[config.mk]
export PLATFORM = sky130hd
export DESIGN_NAME = tlul_periph_responder
export DESIGN_NICKNAME = d
export VERILOG_FILES = /design/src/rtl/tl_periph_pkg.sv /design/src/rtl/tlul_pkg.sv /design/src/rtl/tlul_req_chk.sv /design/src/rtl/tlul_periph_responder.sv
export SDC_FILE = /design/constraint.sdc
export NUM_CORES = 1
export LEC_CHECK = 0
export BUFFER_PORTS_ARGS = -buffer_cell sky130_fd_sc_hd__buf_2
export CELL_PAD_IN_SITES_DETAIL_PLACEMENT = 0
export CELL_PAD_IN_SITES_GLOBAL_PLACEMENT = 1
export CORE_MARGIN = 3
export CORE_UTILIZATION = 33
export DETAILED_ROUTE_END_ITERATION = 12
export PLACE_DENSITY_LB_ADDON = 0.2
export SYNTH_ARGS = -nofsm -noshare
export SYNTH_HDL_FRONTEND = slang
export SYNTH_HIERARCHICAL = 1
export SYNTH_SLANG_ARGS = --single-unit
[constraint.sdc]
create_clock -name clk_i -period 2.06 [get_ports clk_i]
set_clock_uncertainty 0.1 [all_clocks]
set_input_delay 0.412 -clock clk_i [delete_from_list [all_inputs] [get_ports clk_i]]
set_output_delay 0.412 -clock clk_i [all_outputs]
set_load 0.01 [all_outputs]
[src/rtl/tl_periph_pkg.sv]
// Peripheral-port responder types: FSM state encoding and default register address width.
package tl_periph_pkg;

    localparam int unsigned REG_AW_DEFAULT = 8;

    typedef enum logic [1:0] {
        IDLE,
        ACCESS,
        RESP
    } responder_state_e;

endpackage

[src/rtl/tlul_pkg.sv]
// TL-UL channel structs and opcode enums shared by the crossbar and device adapters.
package tlul_pkg;

    localparam int unsigned TL_AW  = 32;
    localparam int unsigned TL_DW  = 32;
    localparam int unsigned TL_DBW = TL_DW / 8;
    localparam int unsigned TL_SZW = 2;
    localparam int unsigned TL_AIW = 8;
    localparam int unsigned TL_DIW = 1;

    typedef enum logic [2:0] {
        PutFullData    = 3'h0,
        PutPartialData = 3'h1,
        Get            = 3'h4
    } tl_a_op_e;

    typedef enum logic [2:0] {
        AccessAck     = 3'h0,
        AccessAckData = 3'h1
    } tl_d_op_e;

    typedef struct packed {
        logic                a_valid;
        tl_a_op_e            a_opcode;
        logic [2:0]          a_param;
        logic [TL_SZW-1:0]   a_size;
        logic [TL_AIW-1:0]   a_source;
        logic [TL_AW-1:0]    a_address;
        logic [TL_DBW-1:0]   a_mask;
        logic [TL_DW-1:0]    a_data;
        logic                d_ready;
    } tl_h2d_t;

    typedef struct packed {
        logic                d_valid;
        tl_d_op_e            d_opcode;
        logic [2:0]          d_param;
        logic [TL_SZW-1:0]   d_size;
        logic [TL_AIW-1:0]   d_source;
        logic [TL_DIW-1:0]   d_sink;
        logic [TL_DW-1:0]    d_data;
        logic                d_error;
        logic                a_ready;
    } tl_d2h_t;

endpackage

[src/rtl/tlul_req_chk.sv]
// Combinational TL-UL A-channel legality check for 32-bit device adapters.
module tlul_req_chk
    import tlul_pkg::*;
(
    input  tl_a_op_e            opcode,
    input  logic [TL_SZW-1:0]   size,
    input  logic [1:0]          addr_lsb,
    input  logic [TL_DBW-1:0]   mask,
    output logic                illegal
);

    logic [TL_DBW-1:0] full_mask;
    logic              misaligned;
    logic              op_ok;
    logic              is_write;

    // NOTE: every always_comb output gets a default first so no path can infer a latch.
    always_comb begin
        full_mask  = '0;
        misaligned = 1'b0;
        unique case (size)
            2'd0: full_mask = TL_DBW'(1) << addr_lsb;
            2'd1: begin
                full_mask  = TL_DBW'(3) << {addr_lsb[1], 1'b0};
                misaligned = addr_lsb[0];
            end
            2'd2: begin
                full_mask  = '1;
                misaligned = |addr_lsb;
            end
            default: begin
                full_mask  = '0;
                misaligned = 1'b0;
            end
        endcase
    end

    assign op_ok    = opcode inside {Get, PutFullData, PutPartialData};
    assign is_write = opcode inside {PutFullData, PutPartialData};

    assign illegal = !op_ok
                  || (size > TL_SZW'(2))
                  || misaligned
                  || ((opcode == PutFullData) && (mask != full_mask))
                  || (is_write && (mask == '0));

endmodule

[src/rtl/tlul_periph_responder.sv]
// TL-UL device-side responder: one outstanding request, mapped onto a simple
// strobe/busy register bus, answered with exactly one D-channel response.
module tlul_periph_responder
    import tlul_pkg::*;
    import tl_periph_pkg::*;
#(
    parameter int unsigned RegAw = REG_AW_DEFAULT,
    parameter int unsigned RegDw = TL_DW
) (
    input  logic                 clk_i,
    input  logic                 rst_ni,
    input  tl_h2d_t              tl_i,
    output tl_d2h_t              tl_o,
    output logic                 re_o,
    output logic                 we_o,
    output logic [RegAw-1:0]     addr_o,
    output logic [RegDw-1:0]     wdata_o,
    output logic [RegDw/8-1:0]   be_o,
    input  logic                 busy_i,
    input  logic [RegDw-1:0]     rdata_i,
    input  logic                 error_i
);

    if (RegDw != TL_DW) begin : gen_dw_check
        $error("RegDw must equal the TL-UL data width");
    end
    if (RegAw < 3 || RegAw >= TL_AW) begin : gen_aw_check
        $error("RegAw out of range");
    end

    responder_state_e     state_q, state_d;
    tl_a_op_e             op_q;
    logic [TL_AIW-1:0]    source_q;
    logic [TL_SZW-1:0]    size_q;
    logic [RegAw-3:0]     addr_q;
    logic [RegDw/8-1:0]   mask_q;
    logic [RegDw-1:0]     wdata_q;
    logic [RegDw-1:0]     rdata_q;
    logic                 error_q;

    logic accept;
    logic complete;
    logic illegal;

    // Upper address bits were decoded by the crossbar; a_param carries nothing for TL-UL.
    logic unused_tl;
    assign unused_tl = ^{tl_i.a_param, tl_i.a_address[TL_AW-1:RegAw]};

    tlul_req_chk u_req_chk (
        .opcode   (tl_i.a_opcode),
        .size     (tl_i.a_size),
        .addr_lsb (tl_i.a_address[1:0]),
        .mask     (tl_i.a_mask),
        .illegal  (illegal)
    );

    assign accept   = tl_i.a_valid && (state_q == IDLE);
    assign complete = (state_q == ACCESS) && !busy_i;

    always_comb begin
        state_d = state_q;
        re_o    = 1'b0;
        we_o    = 1'b0;
        unique case (state_q)
            IDLE: begin
                if (accept) state_d = illegal ? RESP : ACCESS;
            end
            ACCESS: begin
                re_o = (op_q == Get);
                we_o = (op_q != Get);
                if (!busy_i) state_d = RESP;
            end
            RESP: begin
                if (tl_i.d_ready) state_d = IDLE;
            end
            default: state_d = IDLE;
        endcase
    end

    // NOTE: sequential state uses non-blocking assignments so every flop samples pre-edge values.
    always_ff @(posedge clk_i or negedge rst_ni) begin
        if (!rst_ni) begin
            state_q <= IDLE;
        end else begin
            state_q <= state_d;
        end
    end

    // Illegal requests skip ACCESS, so the error seeded here is the one returned.
    always_ff @(posedge clk_i or negedge rst_ni) begin
        if (!rst_ni) begin
            op_q     <= PutFullData;
            source_q <= '0;
            size_q   <= '0;
            addr_q   <= '0;
            mask_q   <= '0;
            wdata_q  <= '0;
            rdata_q  <= '0;
            error_q  <= 1'b0;
        end else if (accept) begin
            op_q     <= tl_i.a_opcode;
            source_q <= tl_i.a_source;
            size_q   <= tl_i.a_size;
            addr_q   <= tl_i.a_address[RegAw-1:2];
            mask_q   <= tl_i.a_mask;
            wdata_q  <= tl_i.a_data;
            rdata_q  <= '0;
            error_q  <= illegal;
        end else if (complete) begin
            rdata_q  <= (op_q == Get) ? rdata_i : '0;
            error_q  <= error_i;
        end
    end

    assign addr_o  = {addr_q, 2'b00};
    assign wdata_o = wdata_q;
    assign be_o    = mask_q;

    always_comb begin
        tl_o          = '0;
        tl_o.a_ready  = (state_q == IDLE);
        tl_o.d_valid  = (state_q == RESP);
        tl_o.d_opcode = (op_q == Get) ? AccessAckData : AccessAck;
        tl_o.d_size   = size_q;
        tl_o.d_source = source_q;
        tl_o.d_data   = rdata_q;
        tl_o.d_error  = error_q;
    end

endmodule

Yosys cells after proc, flatten, opt, wreduce, memory -nomap -nowiden
Cells that the tools add are included.
W data, S select, Z words.
{ "word_totals": {"ff_bits": 90, "inputBits": 122, "out_inout_bits": 98} }
{ "classes": {"n_lt_le_gt_ge": 1, "eq_ne": 12, "n_shift": 2, "n_mux": 15, "n_reduce_logical": 19} }
{ "ops": {"columns": ["op", "n"], "rows": [
  ["$mux W32", 3],
  ["$pmux W4 S3", 1],
  ["$mux W2", 4],
  ["$eq A3 B3 Y1 const B", 2],
  ["$pmux W2 S3", 1],
  ["$mux W1", 5],
  ["$eq A2 B1 Y1 const B", 2],
  ["$eq A2 B2 Y1 const B", 2],
  ["$logic_and A1 B1 Y1", 4],
  ["$logic_not A2 Y1", 2],
  ["$logic_not A4 Y1", 1],
  ["$logic_or A1 B1 Y1", 4],
  ["$ne A2 B2 Y1 const B", 2],
  ["$ne A4 B4 Y1", 1],
  ["$reduce_bool A2 Y1", 2],
  ["$shl A1 B2 Y4 const A", 1],
  ["$shl A2 B2 Y4 const A", 1],
  ["$eq A3 B1 Y1 const B", 1],
  ["$logic_not A3 Y1", 1],
  ["$ne A3 B3 Y1 const B", 1],
  ["$reduce_and A3 Y1", 1],
  ["$reduce_bool A3 Y1", 1],
  ["$gt A2 B2 Y1 const B", 1],
  ["$logic_not A1 Y1", 2],
  ["3 further kinds", 3]
]} }

Depth between registers and ports, before layout
Gate-level depths: netlist (run 1).
{ "logic_depth": {"word_depth": 10, "mapped_depth": 10} }

Modules after synthesis
Netlist (run 1), hierarchy kept.
{ "by_module_without_submodules": {"columns": ["module", "instances", "cells_per_inst", "area_each_um2"], "rows": [
  ["tlul_periph_responder", 1, 224, 3497.1],
  ["tlul_req_chk", 1, 33, 245.2]
]} }

Worst setup path before layout (run 1)
Ideal clock, no wire load.
{ "synth_path": {"kind": "input to register", "startpoint": "input tl_i[77] (netlist name)", "endpoint": "register state_q[0]", "setup_ps": 77, "arrival_ps": 2098, "slack_ps": -215, "path_stages": 9, "path_buffers": 0, "path_cell_list": "inv_1 > ha_1 > a21oi_1 > mux2_2 > o21ai_0 > o311a_1 > o31ai_1 > or3b_2 > a21oi_1"} }
{ "synth_between": {"elab_chain_cells": 9, "elab_cells_between_ends": 15, "classes_between": "order compare: 1; eq/ne: 3; mux: 5; reduce/logical: 6"} }
{ "synth_lines": {"columns": ["item", "line", "rtl"], "rows": [
  ["start, declared", "tlul_periph_responder.sv:12", "input tl_h2d_t tl_i,"],
  ["$eq A2 B2 Y1, or another cell as far along", "tlul_req_chk.sv:21", "unique case (size)"],
  ["$pmux W4 S3", "tlul_req_chk.sv:21", null],
  ["$ne A4 B4 Y1", "tlul_req_chk.sv:44", "|| ((opcode == PutFullData) && (mask != full_mask))"],
  ["$logic_and A1 B1 Y1", "tlul_req_chk.sv:44", null],
  ["$logic_or A1 B1 Y1 (*)", "tlul_req_chk.sv:44", null],
  ["$logic_or A1 B1 Y1 (*)", "tlul_req_chk.sv:45", "|| (is_write && (mask == '0));"],
  ["via illegal", "tlul_periph_responder.sv:43", "logic illegal;"],
  ["$mux W2 (*) (2 in series)", "tlul_periph_responder.sv:66", "if (accept) state_d = illegal ? RESP : ACCESS;"],
  ["$pmux W2 S3 (*)", "tlul_periph_responder.sv:64", "unique case (state_q)"],
  ["end signal, assigned", "tlul_periph_responder.sv:85", "state_q <= state_d;"],
  ["end, declared", "tlul_periph_responder.sv:31", "responder_state_e state_q, state_d;"]
]} }
Mark *: on every way through the listed nets, which the timed path passes. The rest lies on a longest branch. The select of a mux whose other input is x is not followed.
A chain may end at the register's enable or synchronous reset.

Final worst setup path (run 1)
{ "layout_path": {"startpoint": "input tl_i[78] (netlist name)", "endpoint": "register error_q"} }
{ "layout_between": {"elab_chain_cells": 7, "elab_cells_between_ends": 13, "classes_between": "order compare: 1; eq/ne: 3; mux: 3; reduce/logical: 6"} }
{ "layout_lines": {"columns": ["item", "line", "rtl"], "rows": [
  ["$eq A2 B2 Y1, or another cell as far along", "tlul_req_chk.sv:21", null],
  ["$pmux W4 S3", "tlul_req_chk.sv:21", null],
  ["$ne A4 B4 Y1", "tlul_req_chk.sv:44", null],
  ["$logic_and A1 B1 Y1", "tlul_req_chk.sv:44", null],
  ["$logic_or A1 B1 Y1 (*)", "tlul_req_chk.sv:44", null],
  ["$logic_or A1 B1 Y1 (*)", "tlul_req_chk.sv:45", null],
  ["via illegal", "tlul_periph_responder.sv:43", null],
  ["$mux W1 (*)", "tlul_periph_responder.sv:100", "end else if (accept) begin"],
  ["end signal, assigned", "tlul_periph_responder.sv:108", "error_q <= illegal;"],
  ["end signal, assigned", "tlul_periph_responder.sv:111", "error_q <= error_i;"],
  ["end, declared", "tlul_periph_responder.sv:39", "logic error_q;"]
]} }
Mark *: on every way through the listed nets, which the timed path passes. The rest lies on a longest branch.

==> run summary, run 1 <==
- 67.46% — fraction of final layout cells with drive strength greater than 1
- 515.9 uV — Worst VDD drop
- 0 — number of enable-type register cells in the synthesized netlist
- rdata_i[5] — launch instance of the worst min-delay path
- 90 — number of clock sinks seen by CTS
- 30.32% — net switching share of the total power
- sky130_fd_sc_hd__clkbuf_16 — master cell of the clock root buffer
- sky130_fd_sc_hd__dfrtp_1 (90), sky130_fd_sc_hd__mux2_2 (56), sky130_fd_sc_hd__a22o_2 (22), sky130_fd_sc_hd__buf_4 (14), sky130_fd_sc_hd__a22o_1 (10) — most frequent cells after synthesis
- 6 — count of warnings emitted by yosys
- 0 — Post-DRT Antenna Nets
- 4 — Pre-antenna DRT Iters
- 0 — number of buffers added for setup after CTS
- state_q[1] — R2R Path Start
- 112.5 um — width of the chip
- 1142 nW/um^2 — total power per unit cell area
- 1.821 mW — net switching power figure
- 3 — H-tree depth
- 4943 sq um — Placement Cell Area
- register — crit path capture type
- 583 — NumNets Final
- 4.624 — vias per std cell
- 2852 — number of global-route vias before repair
- 60.18% — area share of the leading cell type in the synthesized netlist
- 100.0% — share of flip-flops with an asynchronous set or reset
- 2.676 nW — leakage
- sky130_fd_sc_hd__dfrtp_1 — library cell occupying the most area in the post-synthesis netlist
- 257 — synthesized instance count
- 47.88% — utilization after layout
- input pin to register — class of the tightest hold or removal check
- 0 — count of antenna diodes in the layout
- 42.8% — sequential share of power
- 10980 sq um — placeable core region
- 40.52% — Syn-to-layout area delta
- 3 — worst r2r path cells
- 220 — I/O pin count
- 0 — total overflow reported by the global router
- 3742 sq um — area of the mapped netlist
- 6521 um — Final HPWL DP
- 2.24 ns — required time of the critical path
- 95.83% — period utilization
- tl_i[78] — launch point of the worst path
- 2 — Cells on Worst Hold Path
- 4.184 mW — design internal power
- 3 — initial antenna violation count
- 5259 sq um — final standard cell area without fillers
- 2.15 ns — arrival time at the worst endpoint
- 112.5 um — Die Height
- 2779 — routed via count
- input pin to register — critical path start-end classification
- error_q — worst setup path endpoint
- 184 — Buffers on Ports
- 0 — final hold violation count
- 0.33 ns — clock insertion delay at the later pin of the skew report
- 34.07% — starting density of the core
- 1.974 ns — fin crit period
- 104 — drt first-iter violations
- 0 — Final setup viols
- sky130_fd_sc_hd__dfrtp_1 — most frequent cell after synthesis
- sky130_fd_sc_hd__dfrtp_1 — Post-synth top flop
- 9 — TritonCTS buffer count
- 0.06 ns — clock-pin slew on the worst setup and hold paths
- 14.50 um — average wire per cell in the routed design
- 0.5066 GHz — achievable frequency
- 0 — number of remaining DRC errors
- 90 — flop and latch count out of synthesis
- 8715 um — final wirelength
- 32.1% — logic gate share of total power
- input pin — Worst Setup Start Kind
- 987 — layout filler cell count
- 13960 um — global-route wire length before repair
- 38 — site row count
- wdata_o[8] — Reg2Reg Capture Point
- 3 — critical path peak fanout
- 14.56 sq um — Post-Synthesis Mean Instance Area
- false — RSZ-0062 raised after global routing
- sky130_fd_sc_hd__dfrtp_1 (60%), sky130_fd_sc_hd__mux2_2 (17%), sky130_fd_sc_hd__a22o_2 (5.9%) — ranking of synthesized cells by area
- 0 — Max Cap Violations
- 60.18% — share of synthesized area occupied by flip-flops and latches
- 25.1% — clock network power share
- 2 — clock tree buffer depth
- 42 — maximum number of pins on one net before global-route repair
- 36 — synth unique cells
- 13.99% — global routing usage summed across all routing layers
- 0.7702 — placer congestion estimate
- yes — CTS tree
- 12650 sq um — floorplan die area
- complete, no violations — run status
- 0 — max-slew violation count
- 0.42 ns — flop2flop setup slack
==> stage by stage <==
stage               worst slack [ns]  power, mW  TNS [ns]  hold WS [ns]  std cells
finish                       0.08598      6.005         0        0.1962        601
global route                0.002135      6.406         0        0.1832        601
CTS                          0.02992      6.120         0        0.1773        601
detailed placement           -0.3312      4.580   -0.8725        0.2687        584
global placement             -0.2916      4.536   -0.7816        0.2681        584
floorplan                   -0.01898      3.708  -0.01898       0.01641        264
==> critical path, stage by stage <==
cell and delay, ns:
sky130_fd_sc_hd__buf_6 0.10, sky130_fd_sc_hd__inv_4 0.04, sky130_fd_sc_hd__ha_4 0.15, sky130_fd_sc_hd__nor2b_2 0.15, sky130_fd_sc_hd__o211ai_1 0.17, sky130_fd_sc_hd__a21oi_1 0.09
sky130_fd_sc_hd__o311a_1 0.37, sky130_fd_sc_hd__o31ai_4 0.26, sky130_fd_sc_hd__nor2_1 0.08, sky130_fd_sc_hd__a21oi_1 0.13, sky130_fd_sc_hd__o221a_2 0.19
==> per-layer routing <==
layer,routed length (um),global-route usage [%],vias to the layer above
met1,3726,17.31,1301
met5,30,0,-
met3,932,5.930,16
met2,3892,21.37,134
li1,-,-,1322
met4,133,6.250,6
==> state kept, by name, indices dropped and copies added, names as in the netlist <==
name / cells
rdata_q: 32
op_q: 3
size_q: 2
wdata_o: 32
be_o: 4
addr_q: 6
source_q: 8
error_q: 1
state_q: 2
==> placed cells by master (no fill, tap or decap), types with 2 or more instances in the layout <==
cell type,instances
sky130_fd_sc_hd__ha_4,3
sky130_fd_sc_hd__dfrtp_1,90
sky130_fd_sc_hd__a21oi_2,2
sky130_fd_sc_hd__buf_2,181
sky130_fd_sc_hd__buf_12,3
sky130_fd_sc_hd__clkbuf_16,9
sky130_fd_sc_hd__clkinv_2,2
sky130_fd_sc_hd__clkbuf_1,2
sky130_fd_sc_hd__o21ai_0,4
sky130_fd_sc_hd__mux2_2,55
sky130_fd_sc_hd__ha_1,2
sky130_fd_sc_hd__inv_1,3
sky130_fd_sc_hd__inv_4,2
sky130_fd_sc_hd__nand2_1,5
sky130_fd_sc_hd__or3b_4,2
sky130_fd_sc_hd__a22o_1,10
sky130_fd_sc_hd__buf_4,17
sky130_fd_sc_hd__a22o_2,22
sky130_fd_sc_hd__conb_1,8
sky130_fd_sc_hd__nor2_1,6
sky130_fd_sc_hd__a21oi_1,4
sky130_fd_sc_hd__o211ai_1,2
==> worst min path at each step <==
stage,to,slack [ns]
2_1_floorplan,addr_q[0],0.02
3_3_place_gp,source_q[5],0.27
3_5_place_dp,addr_q[5],0.27
4_1_cts,rdata_q[6],0.18
5_1_grt,rdata_q[6],0.18
6_report,rdata_q[5],0.20
==> power by group through the flow <==
stage / Combinational (mW) / Clock, mW / Sequential, mW
6_report: 1.92 / 1.51 / 2.57
3_5_place_dp: 1.97 / 0 / 2.61
4_1_cts: 1.97 / 1.57 / 2.58
5_1_grt: 2.10 / 1.65 / 2.65
2_1_floorplan: 0.847 / 0 / 2.86
3_3_place_gp: 1.95 / 0 / 2.59
==> kinds of logic after synthesis <==
family                   Yosys count  share of synthesized area [%]
multiplexers                      57                          17.12
other                              1                         0.1002
adder cells (fa/ha/maj)            5                          1.672
AND/OR/NAND/NOR                   21                          3.377
flip-flops                        90                          60.18
AO/OA/AOI/OAI                     55                          12.64
buffers and inverters             28                          4.915
==> layout make-up <==
cell class | count | area [sq um] | area share [%]
repair buffers | 204 | 1130 | 21.48
multi-input cells | 146 | 1405 | 26.72
inverters | 5 | 23.77 | 0.4521
clock buffers | 12 | 246.5 | 4.687
clock inverters | 4 | 26.28 | 0.4996
well taps | 140 | 175.2 | 3.331
flip-flops and latches | 90 | 2252 | 42.83
==> timing repair <==
action	in CTS	in global routing
resized for setup	0	10
endpoints found under the setup margin	0	3
hold endpoints to repair	26	0
hold buffers	1	0
(Power assumes the default switching activity.)
==> run 2: changes to the inputs <==
--- a/config.mk
+++ b/config.mk
@@ -5,11 +5,12 @@
 export SDC_FILE = /design/constraint.sdc
 export NUM_CORES = 1
 export LEC_CHECK = 0
+export ABC_AREA = 1
 export BUFFER_PORTS_ARGS = -buffer_cell sky130_fd_sc_hd__buf_2
 export CELL_PAD_IN_SITES_DETAIL_PLACEMENT = 0
 export CELL_PAD_IN_SITES_GLOBAL_PLACEMENT = 1
 export CORE_MARGIN = 3
-export CORE_UTILIZATION = 33
+export CORE_UTILIZATION = 31
 export DETAILED_ROUTE_END_ITERATION = 12
 export PLACE_DENSITY_LB_ADDON = 0.2
 export SYNTH_ARGS = -nofsm -noshare
==> run 2 against run 1 <==
Against the previous run:
- critical path type is now register to output pin
- highest routed layer is now met4
- clock power is 3% higher
- global-route usage is 1.8 points higher
- first-iteration DRC count grew to 2.6 times the previous value
- setup slack better by 0.040 ns
- via count is 31% higher
- die area is 12% higher
- hold slack worse by 0.18 ns
- combinational power is 4% higher
- core utilization is 4.3 points lower
- synthesized area is 5.8% higher
==> run summary, run 2 <==
- 2252 sq um — FF+latch area, unchanged
- 90 — number of clock sinks seen by CTS, unchanged
- 0.5171 GHz — achievable frequency, +2.1%
- 15.77% — global routing usage summed across all routing layers, +1.8 points
- 4 — Pre-antenna DRT Iters, unchanged
- nor2_2, nand2_1, inv_1, nor2_1, buf_2 — chain of cells forming the critical path
- 0.33 ns — clock insertion delay at the later pin of the skew report, about the same
- sky130_fd_sc_hd__dfrtp_1 — library cell occupying the most area in the post-synthesis netlist
- 0 — number of buffers added for setup after CTS, unchanged
- 3581 — number of global-route vias before repair, +26%
- 1.42 ns — arrival time at the worst endpoint, -0.73 ns
- 2.175 mW — net switching power figure, +19%
- 184 — Buffers on Ports, unchanged
- 482 — synthesized instance count, +88%
- output pin — crit path capture type
- 1.934 ns — fin crit period, -0.03999 ns
- 5341 sq um — final standard cell area without fillers, +1.6%
- 0 — final hold violation count, unchanged
- 6 — worst r2r path cells, +3
- 370.9 uV — Worst VDD drop, -28%
- register to output pin — critical path start-end classification
- input pin to async pin — class of the tightest hold or removal check
- 6.135 mW — total power consumption of the routed design, +2.2%
- 3960 sq um — area of the mapped netlist, +5.8%
- 0.8412 — placer congestion estimate, +9.2%
- 1.074% — complex-gate fraction of the synthesized area, -12 points
- 220 — I/O pin count, unchanged
- 0.39 ns — highest cell delay on the worst timing path, +0.02 ns
- 32.6% — logic gate share of total power, +0.5 points
- 13.38 um — average wire per cell in the routed design, -7.8%
- register — Worst Setup Start Kind
- 788 — NumNets Final, +35%
- 0 — Resized cells post-CTS, unchanged
- 35.46% — net switching share of the total power, +5.1 points
- 0 — number of hold buffers added after cts, -1
- sky130_fd_sc_hd__dfrtp_1 — Post-synth top flop
- sky130_fd_sc_hd__nand2_1 (235), sky130_fd_sc_hd__dfrtp_1 (90), sky130_fd_sc_hd__nand3_1 (68), sky130_fd_sc_hd__inv_1 (23), sky130_fd_sc_hd__buf_4 (12) — most frequent cells after synthesis
- 0 — max-slew violation count, unchanged
- 32.68% — fraction of final layout cells with drive strength greater than 1, -35 points
- 1149 nW/um^2 — total power per unit cell area, +0.59%
- 274 — drt first-iter violations, +160%
- yes — CTS tree
- false — RSZ-0062 raised after global routing
- 0.5047 ns — transition at the pin with the smallest max-transition slack
- 25.4% — clock network power share, +0.3 points
- 11130 um — final wirelength, +28%
- 119.0 um — width of the chip, +5.8%
- 5062 sq um — Placement Cell Area, +2.4%
- 5 — critical path peak fanout, +2
- 7814 um — Final HPWL DP, +20%
- 18060 um — global-route wire length before repair, +29%
- 66.35% — slew margin rel.
- 1.55 ns — required time of the critical path, -0.69 ns
- sky130_fd_sc_hd__dfrtp_1 — standard cell with the maximum stage delay on the critical path
- 8.216 sq um — Post-Synthesis Mean Instance Area, -44%
- 0% — xor and xnor area share after synthesis, unchanged
- 56.87% — share of synthesized area occupied by flip-flops and latches, -3.3 points
- 1465 sq um — area of the multi-input gates, +4.3%
- 32.30% — starting density of the core, -1.8 points
- 14170 sq um — floorplan die area, +12%
- sky130_fd_sc_hd__nand2_1 — most frequent cell after synthesis
- 25 — synth unique cells, -31%
- 6 — count of warnings emitted by yosys, unchanged
- 3 — H-tree depth, unchanged
- 3645 — routed via count, +31%
- 2 — clock tree buffer depth, unchanged
- 0.1260 ns — slack of the critical path, +0.03999 ns
- 0% — multiplexer share of the synthesized area, -17 points
- 34.88% — Syn-to-layout area delta
- 0 — count of antenna diodes in the layout, unchanged
- 0 — initial antenna violation count, -3
- 91 — maximum number of pins on one net before global-route repair, +120%
- 0 — Post-DRT Antenna Nets, unchanged
- 0 — Final setup viols, unchanged
- 1.580% — fraction of the mapped netlist area in adder cells, -0.092 points
- 12260 sq um — placeable core region, +12%
- 0 — number of remaining DRC errors, unchanged
- 56.87% — area share of the leading cell type in the synthesized netlist, -3.3 points
- 9 — TritonCTS buffer count, unchanged
- 3.960 mW — design internal power, -5.4%
- 0 — total overflow reported by the global router, unchanged
- 1296 — layout filler cell count, +31%
- 40 — site row count, +5.3%
- sky130_fd_sc_hd__dfrtp_1 (57%), sky130_fd_sc_hd__nand2_1 (22%), sky130_fd_sc_hd__nand3_1 (8.6%) — ranking of synthesized cells by area
- sky130_fd_sc_hd__nand2_1 — most common cell after layout, fill and taps aside
- sky130_fd_sc_hd__nand2_1 (235), sky130_fd_sc_hd__buf_2 (183), sky130_fd_sc_hd__dfrtp_1 (90) — highest-count cells in the layout ignoring fill and taps
- sky130_fd_sc_hd__clkbuf_16 — master cell of the clock root buffer
- complete, no violations — run status
- 4.381 — vias per std cell, -5.3%
- 0.06 ns — clock-pin slew on the worst setup and hold paths, about the same
- simple AND/OR/NAND/NOR gates — dominant combinational cell family by area after synthesis
- 93.88% — period utilization, -1.9 points
- 119.0 um — Die Height, +5.8%
- 0 — Max Cap Violations, unchanged
- 33.46% — Synth Area in Simple Gates, +30 points
- 0 — number of enable-type register cells in the synthesized netlist, unchanged
- 3.251 nW — leakage, +21%
- -0.007021 ns — Worst Setup Slack post-DPL, +0.3242 ns
- 90 — flop and latch count out of synthesis, unchanged
- 42.0% — sequential share of power, -0.8 points
- 100.0% — share of flip-flops with an asynchronous set or reset, unchanged
## run 2: cell count changes in the layout (fill, tap and decap cells not counted), sizes merged, moves of 2 or more
cell    change
nand2     +232
inv        +19
a21boi      -2
mux2       -56
nand3      +69
nor2        +7
buf        -10
or3b        -2
a22o       -32
nor2b       -2
o21ai       -3
a21oi       -3
## run 2: logic make-up after synthesis
| logic type | count (synthesis) |
|---|---|
| buffers and inverters | 57 |
| other | 1 |
| adders and majority gates | 5 |
| DFF | 90 |
| AOI/OAI and AO/OA | 7 |
| and+or+nand+nor | 322 |
## run 2: cell type report
type / count / area share [%]
Sequential cell: 90 / 42.16
Multi-Input combinational cell: 342 / 27.43
Timing Repair Buffer: 193 / 19.49
Clock buffer: 12 / 4.989
Tap cell: 168 / 3.935
Inverter: 25 / 1.757
Clock inverter: 2 / 0.2342
## run 2: final timing paths
path,end,slack [ns],startpoint
max,we_o,0.13,op_q[1]
min,rdata_q[23],0.01,rst_ni
max reg2reg,rdata_q[26],0.47,op_q[1]
min reg2reg,source_q[4],0.37,source_q[4]
max in group asynchronous,size_q[1],1.45,rst_ni
min in group clk_i,rdata_q[23],0.18,rdata_i[23]
## run 2: routing by layer
metal | GRT usage, % | wire length [um] | share of wire (%) | vias up
met2 | 26.17 | 5354 | 48 | 115
met3 | 4.084 | 692 | 6.2 | 8
met5 | 0 | 0 | 0 | -
li1 | - | - | - | 1835
met4 | 4.200 | 102 | 0.92 | 0
met1 | 20.46 | 4979 | 45 | 1687
## run 2: power groups by stage
stage                     clock network, mW  logic, mW  registers [mW]
after CTS                              1.62       2.05            2.58
after global placement                    0       2.03            2.59
final                                  1.56       2.00            2.58
after global routing                   1.70       2.25            2.65
after detailed placement                  0       2.05            2.61
after floorplan                           0      0.866            2.84
## run 2: critical path, delay by kind of cell, from the launching register on
family                 cells  cell delay (ns)
buffers and inverters      2             0.25
flip-flops                 1             0.39
AND/OR/NAND/NOR            3             0.45
## run 2: per-stage QoR
| stage | utilization (%) | hold slack [ns] | TNS (ns) | std cells |
|---|---|---|---|---|
| 6_report | 43.56 | 0.01475 | 0 | 832 |
| 5_1_grt | 43.56 | 0.05131 | 0 | 832 |
| 4_1_cts | 43.56 | 0.04420 | 0 | 832 |
| 3_5_place_dp | 41.29 | 0.3536 | -0.007021 | 818 |
| 3_3_place_gp | 41.29 | 0.3485 | 0 | 818 |
| 2_1_floorplan | - | 0.01641 | 0 | 489 |
